**src/rtl/jamma_pkg.sv**
```systemverilog
// Shared JAMMA bus definitions: bit positions, released level and scanner states.
package jamma_pkg;

    localparam int unsigned JAMMA_BITS = 8;

    localparam int unsigned UP    = 0;
    localparam int unsigned DOWN  = 1;
    localparam int unsigned LEFT  = 2;
    localparam int unsigned RIGHT = 3;
    localparam int unsigned FIRE1 = 4;
    localparam int unsigned FIRE2 = 5;
    localparam int unsigned FIRE3 = 6;
    localparam int unsigned START = 7;

    localparam logic [JAMMA_BITS-1:0] JOY_RELEASED = '1;

    typedef enum logic [1:0] {
        SELECT,
        SETTLE,
        SAMPLE
    } scan_state_t;

endpackage

```
**src/rtl/joy_debounce.sv**
```systemverilog
// One player's per-bit debouncer; a bit flips only after DEBOUNCE_SAMPLES
// consecutive strobed samples that disagree with the stable value.
module joy_debounce #(
    parameter int unsigned BITS             = 8,
    parameter int unsigned DEBOUNCE_SAMPLES = 1
) (
    input  logic            pclk,
    input  logic            rst_n,
    input  logic            clr,
    input  logic            strobe,
    input  logic [BITS-1:0] sample,
    output logic [BITS-1:0] stable
);

    localparam int unsigned CNT_W = $clog2(DEBOUNCE_SAMPLES + 1);

    logic [CNT_W-1:0] cnt [BITS];

    always_ff @(posedge pclk or negedge rst_n) begin
        if (!rst_n) begin
            stable <= '1;
            for (int i = 0; i < int'(BITS); i++) cnt[i] <= '0;
        end else if (clr) begin
            for (int i = 0; i < int'(BITS); i++) cnt[i] <= '0;
        end else if (strobe) begin
            for (int i = 0; i < int'(BITS); i++) begin
                if (sample[i] == stable[i]) begin
                    cnt[i] <= '0;
                end else if (cnt[i] + CNT_W'(1) == CNT_W'(DEBOUNCE_SAMPLES)) begin
                    stable[i] <= sample[i];
                    cnt[i]    <= '0;
                end else begin
                    cnt[i] <= cnt[i] + CNT_W'(1);
                end
            end
        end
    end

endmodule

```
**src/rtl/jamma_joy_scanner.sv**
```systemverilog
// Time-multiplexed JAMMA input scanner: selects each player bank in turn,
// waits for the external splitter to settle, then debounces that bank.
module jamma_joy_scanner
    import jamma_pkg::*;
#(
    parameter int unsigned NUM_PLAYERS      = 2,
    parameter int unsigned BITS             = 8,
    parameter int unsigned SEL_W            = 1,
    parameter int unsigned SETTLE_CYCLES    = 0,
    parameter int unsigned DEBOUNCE_SAMPLES = 1,
    parameter int unsigned LOCAL_BITS       = 6
) (
    input  logic                        pclk,
    input  logic                        rst_n,
    input  logic                        en,
    input  logic [BITS-1:0]             jjoy_in,
    input  logic [LOCAL_BITS-1:0]       local_joy,
    output logic [SEL_W-1:0]            jselect,
    output logic [NUM_PLAYERS*BITS-1:0] joy_out,
    output logic                        scan_done
);

    localparam int unsigned SETTLE_W = 8;

    scan_state_t         state, state_nxt;
    logic [SEL_W-1:0]    idx, idx_nxt;
    logic [SETTLE_W-1:0] settle_cnt, settle_nxt;
    logic [SEL_W-1:0]    jselect_nxt;
    logic                scan_done_nxt;
    logic                last_c;
    logic                sample_c;
    logic                clr_c;
    logic [BITS-1:0]     raw_c;

    assign last_c   = (idx == SEL_W'(NUM_PLAYERS - 1));
    assign sample_c = en && (state == SAMPLE);
    assign clr_c    = !en;

    // Player 0 shares its directions/fires with the local DB9 stick.
    always_comb begin
        raw_c = jjoy_in;
        if (idx == '0) raw_c[LOCAL_BITS-1:0] = jjoy_in[LOCAL_BITS-1:0] & local_joy;
    end

    always_ff @(posedge pclk or negedge rst_n) begin
        if (!rst_n) begin
            state      <= SELECT;
            idx        <= '0;
            settle_cnt <= '0;
            jselect    <= '0;
            scan_done  <= 1'b0;
        end else begin
            state      <= state_nxt;
            idx        <= idx_nxt;
            settle_cnt <= settle_nxt;
            jselect    <= jselect_nxt;
            scan_done  <= scan_done_nxt;
        end
    end

    always_comb begin
        state_nxt     = state;
        idx_nxt       = idx;
        settle_nxt    = settle_cnt;
        jselect_nxt   = jselect;
        scan_done_nxt = 1'b0;
        if (!en) begin
            state_nxt  = SELECT;
            idx_nxt    = '0;
            settle_nxt = '0;
        end else begin
            case (state)
                SELECT: begin
                    jselect_nxt = idx;
                    settle_nxt  = SETTLE_W'(SETTLE_CYCLES);
                    state_nxt   = (SETTLE_CYCLES > 0) ? SETTLE : SAMPLE;
                end
                SETTLE: begin
                    if (settle_cnt <= SETTLE_W'(1)) begin
                        settle_nxt = '0;
                        state_nxt  = SAMPLE;
                    end else begin
                        settle_nxt = settle_cnt - SETTLE_W'(1);
                    end
                end
                SAMPLE: begin
                    idx_nxt       = last_c ? '0 : idx + SEL_W'(1);
                    scan_done_nxt = last_c;
                    state_nxt     = SELECT;
                end
                default: state_nxt = SELECT;
            endcase
        end
    end

    for (genvar p = 0; p < int'(NUM_PLAYERS); p++) begin : g_player
        logic strobe_c;
        assign strobe_c = sample_c && (idx == SEL_W'(p));

        joy_debounce #(
            .BITS             (BITS),
            .DEBOUNCE_SAMPLES (DEBOUNCE_SAMPLES)
        ) u_debounce (
            .pclk   (pclk),
            .rst_n  (rst_n),
            .clr    (clr_c),
            .strobe (strobe_c),
            .sample (raw_c),
            .stable (joy_out[p*BITS +: BITS])
        );
    end

endmodule

```
**config.mk**
```make
export PLATFORM = sky130hd
export DESIGN_NAME = jamma_joy_scanner
export DESIGN_NICKNAME = d
export VERILOG_FILES = /design/src/rtl/jamma_pkg.sv /design/src/rtl/joy_debounce.sv /design/src/rtl/jamma_joy_scanner.sv
export SDC_FILE = /design/constraint.sdc
export NUM_CORES = 1
export LEC_CHECK = 0
export ABC_AREA = 0
export ABC_CLOCK_PERIOD_IN_PS = 2300
export BUFFER_PORTS_ARGS = -buffer_cell sky130_fd_sc_hd__buf_4
export CORE_ASPECT_RATIO = 1.25
export CORE_MARGIN = 10
export CORE_UTILIZATION = 48
export DETAILED_ROUTE_END_ITERATION = 10
export HOLD_SLACK_MARGIN = 0.08
export MAX_ROUTING_LAYER = met4
export PLACE_DENSITY = 0.83
export SKIP_CTS_REPAIR_TIMING = 1
export SYNTH_ARGS = -nofsm -noshare
export SYNTH_HDL_FRONTEND = slang
export SYNTH_SLANG_ARGS = --single-unit
```
**constraint.sdc**
```tcl
create_clock -name pclk -period 2.3 [get_ports pclk]
set_input_delay 0.345 -clock pclk [delete_from_list [all_inputs] [get_ports pclk]]
set_output_delay 0.345 -clock pclk [all_outputs]
set_load 0.005 [all_outputs]
```
Word level (Yosys, flattened, before mapping)
Index checks and enable logic that the tools add are counted.
{ "op_classes": {"n_reduce_logical": 21, "muxes": 16, "eq_ne": 23, "n_bitwise": 18, "n_lt_le_gt_ge": 1, "addsub": 18} }
{ "ops": {"columns": ["cell", "count"], "rows": [
  ["AND reduction 4 bit", 16],
  ["2-to-1 mux 8 bit", 6],
  ["adder 1 bit, second input constant", 17],
  ["NOT 1 bit", 17],
  ["== test 1 bit", 16],
  ["one-hot mux 8 bit (2 select lines)", 1],
  ["<= comparator 8 x 1 -> 1 bit, second input constant", 1],
  ["subtractor 8 x 1 -> 8 bit, second input constant", 1],
  ["AND 6 bit", 1],
  ["2-to-1 mux 6 bit", 1],
  ["!= test 2 x 1 -> 1 bit, second input constant", 3],
  ["2-to-1 mux 1 bit", 5],
  ["2-to-1 mux 2 bit", 2],
  ["one-hot mux 2 bit (2 select lines)", 1],
  ["logical AND 1 bit", 3],
  ["!= test 3 x 1 -> 1 bit, second input constant", 1],
  ["!= test 3 bit, second input constant", 1],
  ["== test 2 x 1 -> 1 bit, second input constant", 1],
  ["== test 2 bit, second input constant", 1],
  ["zero test 2 bit", 1],
  ["AND reduction 2 bit", 1]
]} }
{ "word_totals": {"output_inout_bits": 18, "elab_cells": 134, "ff_bits": 45, "in_bits": 17} }

Depth between registers and ports, before layout
Gate-level depths: netlist of run 1.
{ "depth": {"ltp_word": 5, "depth_mapped": 3} }

Hierarchy
A second synthesis of run 1 with hierarchy kept.
{ "unflattened": {"hier_cells": 56, "area_unflattened_um2": 920.9} }
{ "by_module_without_submodules": {"columns": ["mod", "area_per_inst_um2", "n_inst", "cells_per_inst"], "rows": [
  ["joy_debounce", 355.3, 2, 18],
  ["jamma_joy_scanner", 210.2, 1, 20]
]} }

Least setup slack after synthesis of run 1
No wires, ideal clock.
{ "synth_timing": {"path_type": "flip-flop to flip-flop", "startpoint": "register idx", "endpoint": "register g_player[0].u_debounce.stable[6]", "setup_ns": 0.082, "path_stages_with_launch": 4, "t_required_ns": 2.218, "slack_ns": 1.170, "t_arrival_ns": 1.048, "cell_sequence": "dfrtp_1 and3b_1 buf_6 mux2_4"} }
{ "synth_via": {"elab_chain_len": 3} }
{ "synth_lines": {"columns": ["element", "line", "rtl"], "rows": [
  ["start: declaration", "jamma_joy_scanner.sv:26", "logic [SEL_W-1:0] idx, idx_nxt;"],
  ["start signal: assignment", "jamma_joy_scanner.sv:54", "idx <= idx_nxt;"],
  ["NOT 1 bit", "jamma_joy_scanner.sv:98", "assign strobe_c = sample_c && (idx == SEL_W'(p));"],
  ["logical AND 1 bit", "jamma_joy_scanner.sv:98", null],
  ["AND reduction 4 bit (no source line)", null, null],
  ["end signal: indexed assignment", "joy_debounce.sv:30", "stable[i] <= sample[i];"],
  ["end: declaration", "joy_debounce.sv:12", "output logic [BITS-1:0] stable"]
]} }
No other way between the ends.
A chain may end at the register's enable or synchronous reset.

Final worst setup path of run 1
Same ends and word-level chain as after synthesis.

==> impl_metrics.csv, run 1 <==
group,metric,value,unit
floorplan,core-area,0.00158,sq mm
floorplan,die_y,66.0,um
grt,overflow,0,
worst_hold_path,whs_endpoint,"g_player[0].u_debounce.stable[0]",
synth,synth_ff_type,"dfstp_2",
grt,grt_usage,10.1,%
timing,period_share,59.9,%
grt,grt_start_max_net_pins,21,
final_layout,nets,112,
placed_design,placed_cell_area,0.00108,sq mm
routing,drc_errors,0,
floorplan,io-pin-count,35,
worst_setup_path,crit_fanout,8,
timing,rsz0062_at_grt,"no",
power,leakage,0.542,nW
worst_hold_path,hold_path_class,"in2reg",
final_layout,diodes,0,
power,finalPower,0.00100,W
synth,syn_avg_cell_area,14.5,sq um
timing,setup_viol,0,
grt,grt_pass1_wl,2910,um
routing,routed.top_layer,"met4",
clock_tree,cts_made_buffers,3,
grt,antenna_found_initial,0,
worst_setup_path,worstPathCellList,"and3b_1 -> mux2_4",
worst_setup_path,rr_endpoint,"g_player[0].u_debounce.stable[6]",
floorplan,die-area,0.00375,sq mm
timing,skew,0.00780,ns
timing,maxSlewHeadroom,68.0,%
floorplan,rows,16,
synth,synthArstFlopShare,100,%
worst_setup_path,ff2ff_setup_slack,0.92,ns
floorplan,die_width,56.8,um
timing,slew_violations,0,
final_layout,syn_to_final_growth,37.3,%
clock_tree,cts-root-buf,"clkbuf_4",
routing,avgRoutedWirePerCell,15.2,um
final_layout,final_layout_size_suffix_gt1_share,69.1,%
worst_setup_path,critPathSlowestCell,"and3b_1",
worst_hold_path,min_from,"local_joy[0]",
placed_design,preCtsSetupSlack,0.931,ns
routing,drtPass1Iterations,3,
timing,final-hold-violation-count,0,
worst_hold_path,whs_path_depth,3,
job,drv_cap,0,
power,ir_drop,0.000444,V
routing,dr.first_iter.drc_count,5,
routing,met3_length,88,um
synth,synthCells,56,
timing,hold_slack,0.256,ns
timing,tns,0,ns
worst_setup_path,r2r_start,"idx",
worst_setup_path,worstPathArrival,1.61,ns
worst_setup_path,cp-end-kind,"flip-flop",
routing,vias_per_cell,4.78,
routing,drt-met1-wl,648,um
timing,period_needed,1.38,ns
routing,ant_nets,0,
final_layout,final_area,0.00111,sq mm
synth,ys_seq_area_share,64.1,%
clock_tree,htree_levels,1,
placed_design,port_buffers,34,
synth,ys_ff_latch,20,
clock_tree,cts_tree,"yes",
routing,vias,535,
power,power_density,898,mW/mm^2
routing,met2_length,951,um
placed_design,place_congestion,0.632,
synth,syn-cell-area,812,sq um
worst_setup_path,critPathLaunchType,"flip-flop",
grt,grt_pass1_vias,614,
synth,yosysUniqueCellTypes,13,
synth,synth_edf_count,0,
timing,fmax,726,MHz
clock_tree,clock_sinks,20,
worst_setup_path,critPathMaxStageDelay,0.53,ns
worst_setup_path,reg2reg_depth,2,
timing,max_slew.worst_pin.slew,0.480,ns
clock_tree,clk_pin_slew,0.11,ns
clock_tree,cts.path.max_buffers,2,
run_status,status,"finished clean",
floorplan,initial_core_util,51.3,%
synth,syn_nets,73,
placed_design,dp_hpwl,1320,um
timing,fin_ws,0.923,ns
synth,synth_warnings,0,
worst_setup_path,crit_type,"reg2reg",
worst_setup_path,cp_data_required_time,2.53,ns
clock_tree,clock_latency,0.30,ns
routing,wl,1710,um
Yosys cell counts (2+ instances only):
library cell | instances | area [sq um]
dfstp_2 | 16 | 420
dfrtp_1 | 4 | 100
mux2_2 | 9 | 101
mux2i_1 | 6 | 60.1
inv_1 | 7 | 26.3
nand2_1 | 6 | 22.5
mux2_4 | 2 | 30.0
layer usage:
layer,vias to the layer above,GRT usage [%]
li1,260,-
met1,259,9.92
met2,14,17.4
met3,2,2.69
met4,0,6.18
met5,-,-
worst max-delay path by stage:
stage / from / to / slack, ns / cells past startpoint
final: idx / g_player[0].u_debounce.stable[6] / 0.92 / 2
after CTS: idx / g_player[0].u_debounce.stable[6] / 0.92 / 2
after floorplan: idx / g_player[0].u_debounce.stable[6] / 1.17 / 3
after global routing: idx / g_player[0].u_debounce.stable[7] / 0.86 / 2
after detailed placement: idx / g_player[0].u_debounce.stable[7] / 0.93 / 2
after global placement: idx / g_player[0].u_debounce.stable[6] / 0.97 / 2
per-stage QoR:
stage | util, % | cells
after detailed placement | 68.2 | 107
after CTS | 69.9 | 111
after floorplan | - | 56
after global routing | 70.5 | 112
after global placement | 68.2 | 107
final | 70.5 | 112
worst max-delay path, delay by kind of cell (launching register included):
kind	cells	cell delay [ns]
mux	1	0.34
simple gates	1	0.53
flops	1	0.43
power breakdown:
part	switching [W]	leakage (nW)	internal (W)
Combinational	0.0000953	0.307	0.000190
Sequential	0.0000461	0.220	0.000501
Clock	0.000102	0.0150	0.0000675
Total	0.000244	0.542	0.000758
cell usage in the layout, fill, tap and decap left out:
| cell | Yosys | layout |
|---|---|---|
| inv_1 | 7 | 7 |
| xor2_1 | 1 | 1 |
| dfrtp_1 | 4 | 4 |
| buf_4 | 0 | 34 |
| mux2_4 | 2 | 2 |
| mux2i_1 | 6 | 6 |
| nand3_2 | 1 | 1 |
| and2_1 | 1 | 1 |
| dfstp_2 | 16 | 16 |
| clkbuf_1 | 0 | 1 |
| nand2_1 | 6 | 6 |
| and3b_1 | 1 | 1 |
| dlygate4sd3_1 | 0 | 1 |
| clkbuf_4 | 0 | 3 |
| mux2_2 | 9 | 9 |
| nor2b_1 | 1 | 1 |
flip-flops by register name (all words and copies together) (netlist names):
register                    cells
g_player.u_debounce.stable     16
idx                             1
jselect                         1
scan_done                       1
state                           1
kinds of logic after synthesis:
| family | Yosys count | synth area share, % |
|---|---|---|
| xor gates and xnor gates | 1 | 1.08 |
| buffers and inverters | 8 | 4.62 |
| DFF | 20 | 64.1 |
| muxes | 17 | 23.6 |
| and+or+nand+nor | 10 | 6.63 |
cell type report:
type,count,area [sq um]
Sequential cell,20,520
Clock buffer,4,26.3
Tap cell,18,22.5
Timing Repair Buffer,35,265
Multi-Input combinational cell,28,254
Inverter,7,26.3
Fill cell,119,467
Power figures use the tool's default switching activity.
==> run 2, diff against run 1 <==
--- a/config.mk
+++ b/config.mk
@@ -6,15 +6,15 @@
 export NUM_CORES = 1
 export LEC_CHECK = 0
 export ABC_AREA = 0
-export ABC_CLOCK_PERIOD_IN_PS = 2300
+export ABC_CLOCK_PERIOD_IN_PS = 1350
 export BUFFER_PORTS_ARGS = -buffer_cell sky130_fd_sc_hd__buf_4
 export CORE_ASPECT_RATIO = 1.25
 export CORE_MARGIN = 10
-export CORE_UTILIZATION = 48
+export CORE_UTILIZATION = 45
 export DETAILED_ROUTE_END_ITERATION = 10
 export HOLD_SLACK_MARGIN = 0.08
 export MAX_ROUTING_LAYER = met4
-export PLACE_DENSITY = 0.83
+export PLACE_DENSITY = 0.78
 export SKIP_CTS_REPAIR_TIMING = 1
 export SYNTH_ARGS = -nofsm -noshare
 export SYNTH_HDL_FRONTEND = slang
==> constraint.sdc (replaced) <==
create_clock -name pclk -period 1.35 [get_ports pclk]
set_input_delay 0.2025 -clock pclk [delete_from_list [all_inputs] [get_ports pclk]]
set_output_delay 0.2025 -clock pclk [all_outputs]
set_load 0.005 [all_outputs]
==> run 2 against run 1 <==
Against the previous run:
- core utilization down 4.6 points
- clock power rose to 2.8 times the previous value
- clock skew increased by 0.0023 ns
- highest routed layer unchanged
==> impl_metrics.csv, run 2 (synthesis gave the netlist of run 1 again) <==
group,metric,value,unit
final_layout,diodes,0,
grt,grtUsageMet1,10.3,%
grt,grt_start_max_net_pins,21,
final_layout,largest_register_ffs,16,
final_layout,multi_input_area,254,sq um
grt,grt_usage,9.25,%
worst_setup_path,cp-end-kind,"flip-flop",
routing,drtPass1Iterations,3,
worst_setup_path,critPathSlowestCell,"dfrtp_1",
worst_setup_path,worstPathArrival,1.49,ns
timing,tns,0,ns
power,power_density,1650,mW/mm^2
floorplan,die-area,0.00391,sq mm
grt,antenna_found_initial,0,
floorplan,core-area,0.00174,sq mm
final_layout,register_area,520,sq um
routing,avgRoutedWirePerCell,15.4,um
worst_setup_path,crit_type,"reg2reg",
worst_setup_path,ff2ff_setup_slack,0.08,ns
grt,busiest_layer,"met2",
worst_setup_path,worstPathCellList,"and3b_1 -> buf_4 -> mux2i_1",
power,ir_drop,0.00112,V
routing,vias_per_cell,4.90,
power,leakage,0.560,nW
clock_tree,cts_made_buffers,3,
clock_tree,clk_pin_slew,0.12,ns
floorplan,die_width,58.0,um
timing,final-hold-violation-count,0,
worst_setup_path,critPathLaunchType,"flip-flop",
final_layout,postLayoutCoreUtil,65.9,%
placed_design,placed_cell_area,0.00109,sq mm
worst_hold_path,hold_path_class,"in2reg",
job,drv_cap,0,
final_layout,layout_common_cells,"35 x buf_4, 16 x dfstp_2, 9 x mux2_2",
power,p_clk_share,25.0,%
power,switching_power,0.000423,W
floorplan,die_y,67.5,um
final_layout,top_register,"g_player.u_debounce.stable",
timing,slew_violations,0,
timing,setup_viol,0,
routing,vias,559,
worst_setup_path,r2r_start,"idx",
placed_design,preCtsSetupSlack,0.104,ns
final_layout,final_area,0.00115,sq mm
clock_tree,cts_tree,"yes",
run_status,status,"finished clean",
routing,wl,1760,um
grt,overflow,0,
worst_setup_path,crit_fanout,5,
timing,period_needed,1.27,ns
floorplan,initial_core_util,46.6,%
power,sequentialPowerShare,49.2,%
clock_tree,clock_sinks,20,
timing,maxSlewHeadroom,81.9,%
grt,gr-usage-met3,3.00,%
timing,rsz0062_at_grt,"no",
power,internal-power,0.00148,W
timing,period_share,94.3,%
worst_setup_path,critPathMaxStageDelay,0.44,ns
timing,max_slew.worst_pin.slew,0.271,ns
clock_tree,clock_latency,0.30,ns
clock_tree,htree_levels,1,
power,p_comb_share,25.7,%
worst_hold_path,min_from,"jjoy_in[1]",
timing,fin_ws,0.0775,ns
placed_design,place_congestion,0.672,
worst_setup_path,cp_data_required_time,1.57,ns
timing,skew,0.0101,ns
clock_tree,cts.path.max_buffers,2,
grt,grt_pass1_wl,2820,um
routing,dr.first_iter.drc_count,2,
worst_hold_path,whs_endpoint,"g_player[0].u_debounce.stable[1]",
final_layout,final_common_cell,"buf_4",
worst_setup_path,reg2reg_depth,3,
timing,fmax,786,MHz
worst_setup_path,rr_endpoint,"g_player[0].u_debounce.stable[4]",
floorplan,io-pin-count,35,
power,switching_share,22.3,%
placed_design,dp_hpwl,1410,um
final_layout,syn_to_final_growth,41.6,%
routing,drc_errors,0,
clock_tree,cts-root-buf,"clkbuf_4",
worst_hold_path,whs_path_depth,3,
final_layout,final_layout_size_suffix_gt1_share,70.5,%
grt,grt_pass1_vias,600,
routing,ant_nets,0,
placed_design,port_buffers,34,
final_layout,nets,113,
final_layout,nFillCells,136,
floorplan,rows,17,
grt,grtUsageMet2,15.1,%
==> run 2: changes by cell type in the layout (fill, tap and decap cells not counted), sizes merged <==
cell / previous run / this run
clkbuf: 4 / 3
buf: 34 / 35
bufinv: 0 / 1
==> run 2: worst max path at each step <==
stage,start,to,slack (ns)
3_5_place_dp,idx,g_player[0].u_debounce.stable[4],0.10
3_3_place_gp,idx,g_player[0].u_debounce.stable[2],0.17
2_1_floorplan,idx,g_player[0].u_debounce.stable[6],0.22
6_report,idx,g_player[0].u_debounce.stable[4],0.08
5_1_grt,idx,g_player[0].u_debounce.stable[5],0.008
4_1_cts,idx,g_player[0].u_debounce.stable[4],0.07
==> run 2: layout make-up <==
cell class              instances  area share [%]
inverters                       7            2.29
clock inverters                 1            2.61
repair buffers                 36            23.7
multi-input cells              28            22.1
flip-flops and latches         20            45.3
clock buffers                   3            1.96
well taps                      19            2.07
==> run 2: power groups by stage <==
stage | Sequential [W] | Clock, W | Combinational (W)
floorplan | 0.000953 | 0 | 0.000170
global placement | 0.000942 | 0 | 0.000491
detailed placement | 0.000949 | 0 | 0.000501
CTS | 0.000938 | 0.000491 | 0.000503
global route | 0.000961 | 0.000510 | 0.000540
finish | 0.000936 | 0.000476 | 0.000489
==> run 2: worst max-delay path, delay by kind of cell, from the launching register on <==
kind,cells,cell delay (ns)
muxes,1,0.19
buffers and inverters,1,0.21
DFF,1,0.44
and+or+nand+nor,1,0.36
==> run 2: per-stage QoR <==
step | instances | total power (W) | hold WS [ns]
after floorplan | 56 | 0.00112 | -0.0931
after global placement | 109 | 0.00143 | 0.0886
after detailed placement | 109 | 0.00145 | 0.0909
after CTS | 113 | 0.00193 | -0.245
after global routing | 114 | 0.00201 | 0.102
final | 114 | 0.00190 | 0.115
==> run 2: layer usage <==
metal	vias up	routed length, um
li1	260	-
met4	0	8
met5	-	0
met2	16	951
met1	281	676
met3	2	120
==> run 3, diff against run 2 <==
--- a/config.mk
+++ b/config.mk
@@ -8,9 +8,12 @@
 export ABC_AREA = 0
 export ABC_CLOCK_PERIOD_IN_PS = 1350
 export BUFFER_PORTS_ARGS = -buffer_cell sky130_fd_sc_hd__buf_4
+export CAP_MARGIN = 10
+export CELL_PAD_IN_SITES_DETAIL_PLACEMENT = 1
+export CELL_PAD_IN_SITES_GLOBAL_PLACEMENT = 1
 export CORE_ASPECT_RATIO = 1.25
 export CORE_MARGIN = 10
-export CORE_UTILIZATION = 45
+export CORE_UTILIZATION = 35
 export DETAILED_ROUTE_END_ITERATION = 10
 export HOLD_SLACK_MARGIN = 0.08
 export MAX_ROUTING_LAYER = met4
==> run 3 against run 2 <==
Against the previous run:
- register-to-register slack better by 0.08 ns
- total power down 6.3%
- count of clock-buffer cells in the layout increased by 1
- combinational power rose by 4.7%
- sequential cell count stayed put
- maximum frequency up 7.0%
- core utilization down 13 points
- clock power down 29%
- via count is 0.18% higher
- sequential power about the same
- non-clock buffer count rose by 2
- largest power group unchanged
- first-iteration DRC count grew to 2.5 times the previous value
==> impl_metrics.csv, run 3 (synthesis gave the netlist of run 1 again) <==
group,metric,value,unit
timing,slew_violations,0,
final_layout,syn_to_final_growth,43.5,%
worst_setup_path,critPathSlowestCell,"dfrtp_1",
floorplan,initial_core_util,36.7,%
final_layout,largest_register_ffs,16,
worst_setup_path,crit_family,"flip-flops",
clock_tree,cts_tree,"yes",
worst_setup_path,cp-end-kind,"flip-flop",
grt,grt_pass1_wl,3290,um
grt,grt_start_max_net_pins,21,
timing,fmax,840,MHz
routing,drtPass1Iterations,2,
final_layout,diodes,0,
worst_setup_path,worstPathCellList,"and3b_2 -> buf_4 -> mux2i_1",
final_layout,top_register,"g_player.u_debounce.stable",
floorplan,core-area,0.00221,sq mm
grt,overflow,0,
routing,dr.first_iter.drc_count,5,
worst_setup_path,critPathBufInv,1,
worst_setup_path,crit_fanout,6,
floorplan,io-pin-count,35,
routing,drc_errors,0,
timing,hold_slack,0.137,ns
placed_design,dp_cells,123,
final_layout,final_layout_size_suffix_gt1_share,72.2,%
worst_setup_path,cp_data_required_time,1.56,ns
worst_hold_path,hold_path_class,"in2reg",
grt,grtUsageMet2,17.3,%
clock_tree,cts_made_buffers,3,
final_layout,nFillCells,242,
worst_setup_path,reg2reg_depth,3,
run_status,status,"finished clean",
final_layout,nets,115,
worst_setup_path,worstPathArrival,1.40,ns
job,drv_cap,0,
timing,maxSlewHeadroom,82.6,%
routing,avgRoutedWirePerCell,15.9,um
floorplan,rows,19,
timing,skew,0.00419,ns
power,leakage,0.563,nW
worst_setup_path,crit_type,"reg2reg",
clock_tree,cts-root-buf,"clkbuf_4",
floorplan,die_width,63.1,um
routing,vias,560,
timing,setup_viol,0,
timing,tns,0,ns
clock_tree,cts.path.max_buffers,2,
final_layout,instances_no_fill,128,
worst_setup_path,critPathLaunchType,"flip-flop",
placed_design,place_congestion,0.629,
routing,vias_per_cell,4.38,
routing,ant_nets,0,
grt,grtUsageMet1,9.33,%
grt,busiest_layer,"met2",
worst_setup_path,cp.depth,3,
timing,period_needed,1.19,ns
clock_tree,clk_pin_slew,0.11,ns
timing,period_share,88.1,%
timing,final-hold-violation-count,0,
placed_design,port_buffers,34,
placed_design,dp_hpwl,1710,um
timing,rsz0062_at_grt,"no",
final_layout,final_common_cell,"buf_4",
power,power_density,1530,mW/mm^2
floorplan,die_y,73.9,um
worst_setup_path,critPathMaxStageDelay,0.40,ns
final_layout,layout_common_cells,"37 x buf_4, 16 x dfstp_2, 9 x mux2_2",
worst_hold_path,whs_path_depth,3,
grt,antenna_found_initial,0,
clock_tree,htree_levels,1,
timing,max_slew.worst_pin.slew,0.261,ns
clock_tree,clock_sinks,20,
grt,gr-usage-met3,2.58,%
grt,grt_usage,9.35,%
grt,grt_pass1_vias,688,
clock_tree,clock_latency,0.29,ns
routing,wl,2030,um
power,ir_drop,0.000840,V
floorplan,die-area,0.00466,sq mm
## run 3: area by class of cell
class	instances	area, sq um	share of cell area (%)
timing repair buffer	38	288	24.7
sequential	20	520	44.7
inverter	7	26.3	2.26
tap	31	38.8	3.33
clock buffer	4	36.3	3.11
multi-input combinational	28	255	21.9
## run 3: per-layer routing
| layer | routed length [um] | part of all wire, % |
|---|---|---|
| met1 | 799 | 39 |
| met2 | 1130 | 56 |
| met3 | 83 | 4.1 |
| met4 | 14 | 0.69 |
| met5 | 0 | 0 |
## run 3: worst paths after layout
kind / startpoint / to / slack, ns
min in group asynchronous: rst_n / scan_done / 0.32
max in group asynchronous: rst_n / g_player[0].u_debounce.stable[1] / 0.76
worst max-delay path: idx / g_player[0].u_debounce.stable[0] / 0.16
worst min-delay path: local_joy[4] / g_player[0].u_debounce.stable[4] / 0.14
worst max register to register: idx / g_player[0].u_debounce.stable[0] / 0.16
worst min register to register: g_player[0].u_debounce.stable[4] / g_player[0].u_debounce.stable[4] / 0.48
## run 3: through the flow
stage          utilization, %  setup WS (ns)  instance area (sq um)  total power, W
3_3_place_gp             50.5          0.182                   1120         0.00145
3_5_place_dp             50.5         0.0249                   1120         0.00148
6_report                 52.7          0.160                   1160         0.00178
4_1_cts                  52.2         0.0131                   1150         0.00182
5_1_grt                  52.7         0.0768                   1160         0.00190
2_1_floorplan               -          0.220                    812         0.00112
## run 3: report_power, final
part	internal, W	total (W)	switching [W]
registers	0.000853	0.000934	0.0000804
clock network	0.000164	0.000336	0.000172
logic	0.000332	0.000512	0.000180
total	0.00135	0.00178	0.000432
## run 3: worst reg2reg max path: stages (launching register included)
cell	delay, ns
dfrtp_1	0.40
and3b_2	0.35
buf_4	0.16
mux2i_1	0.21
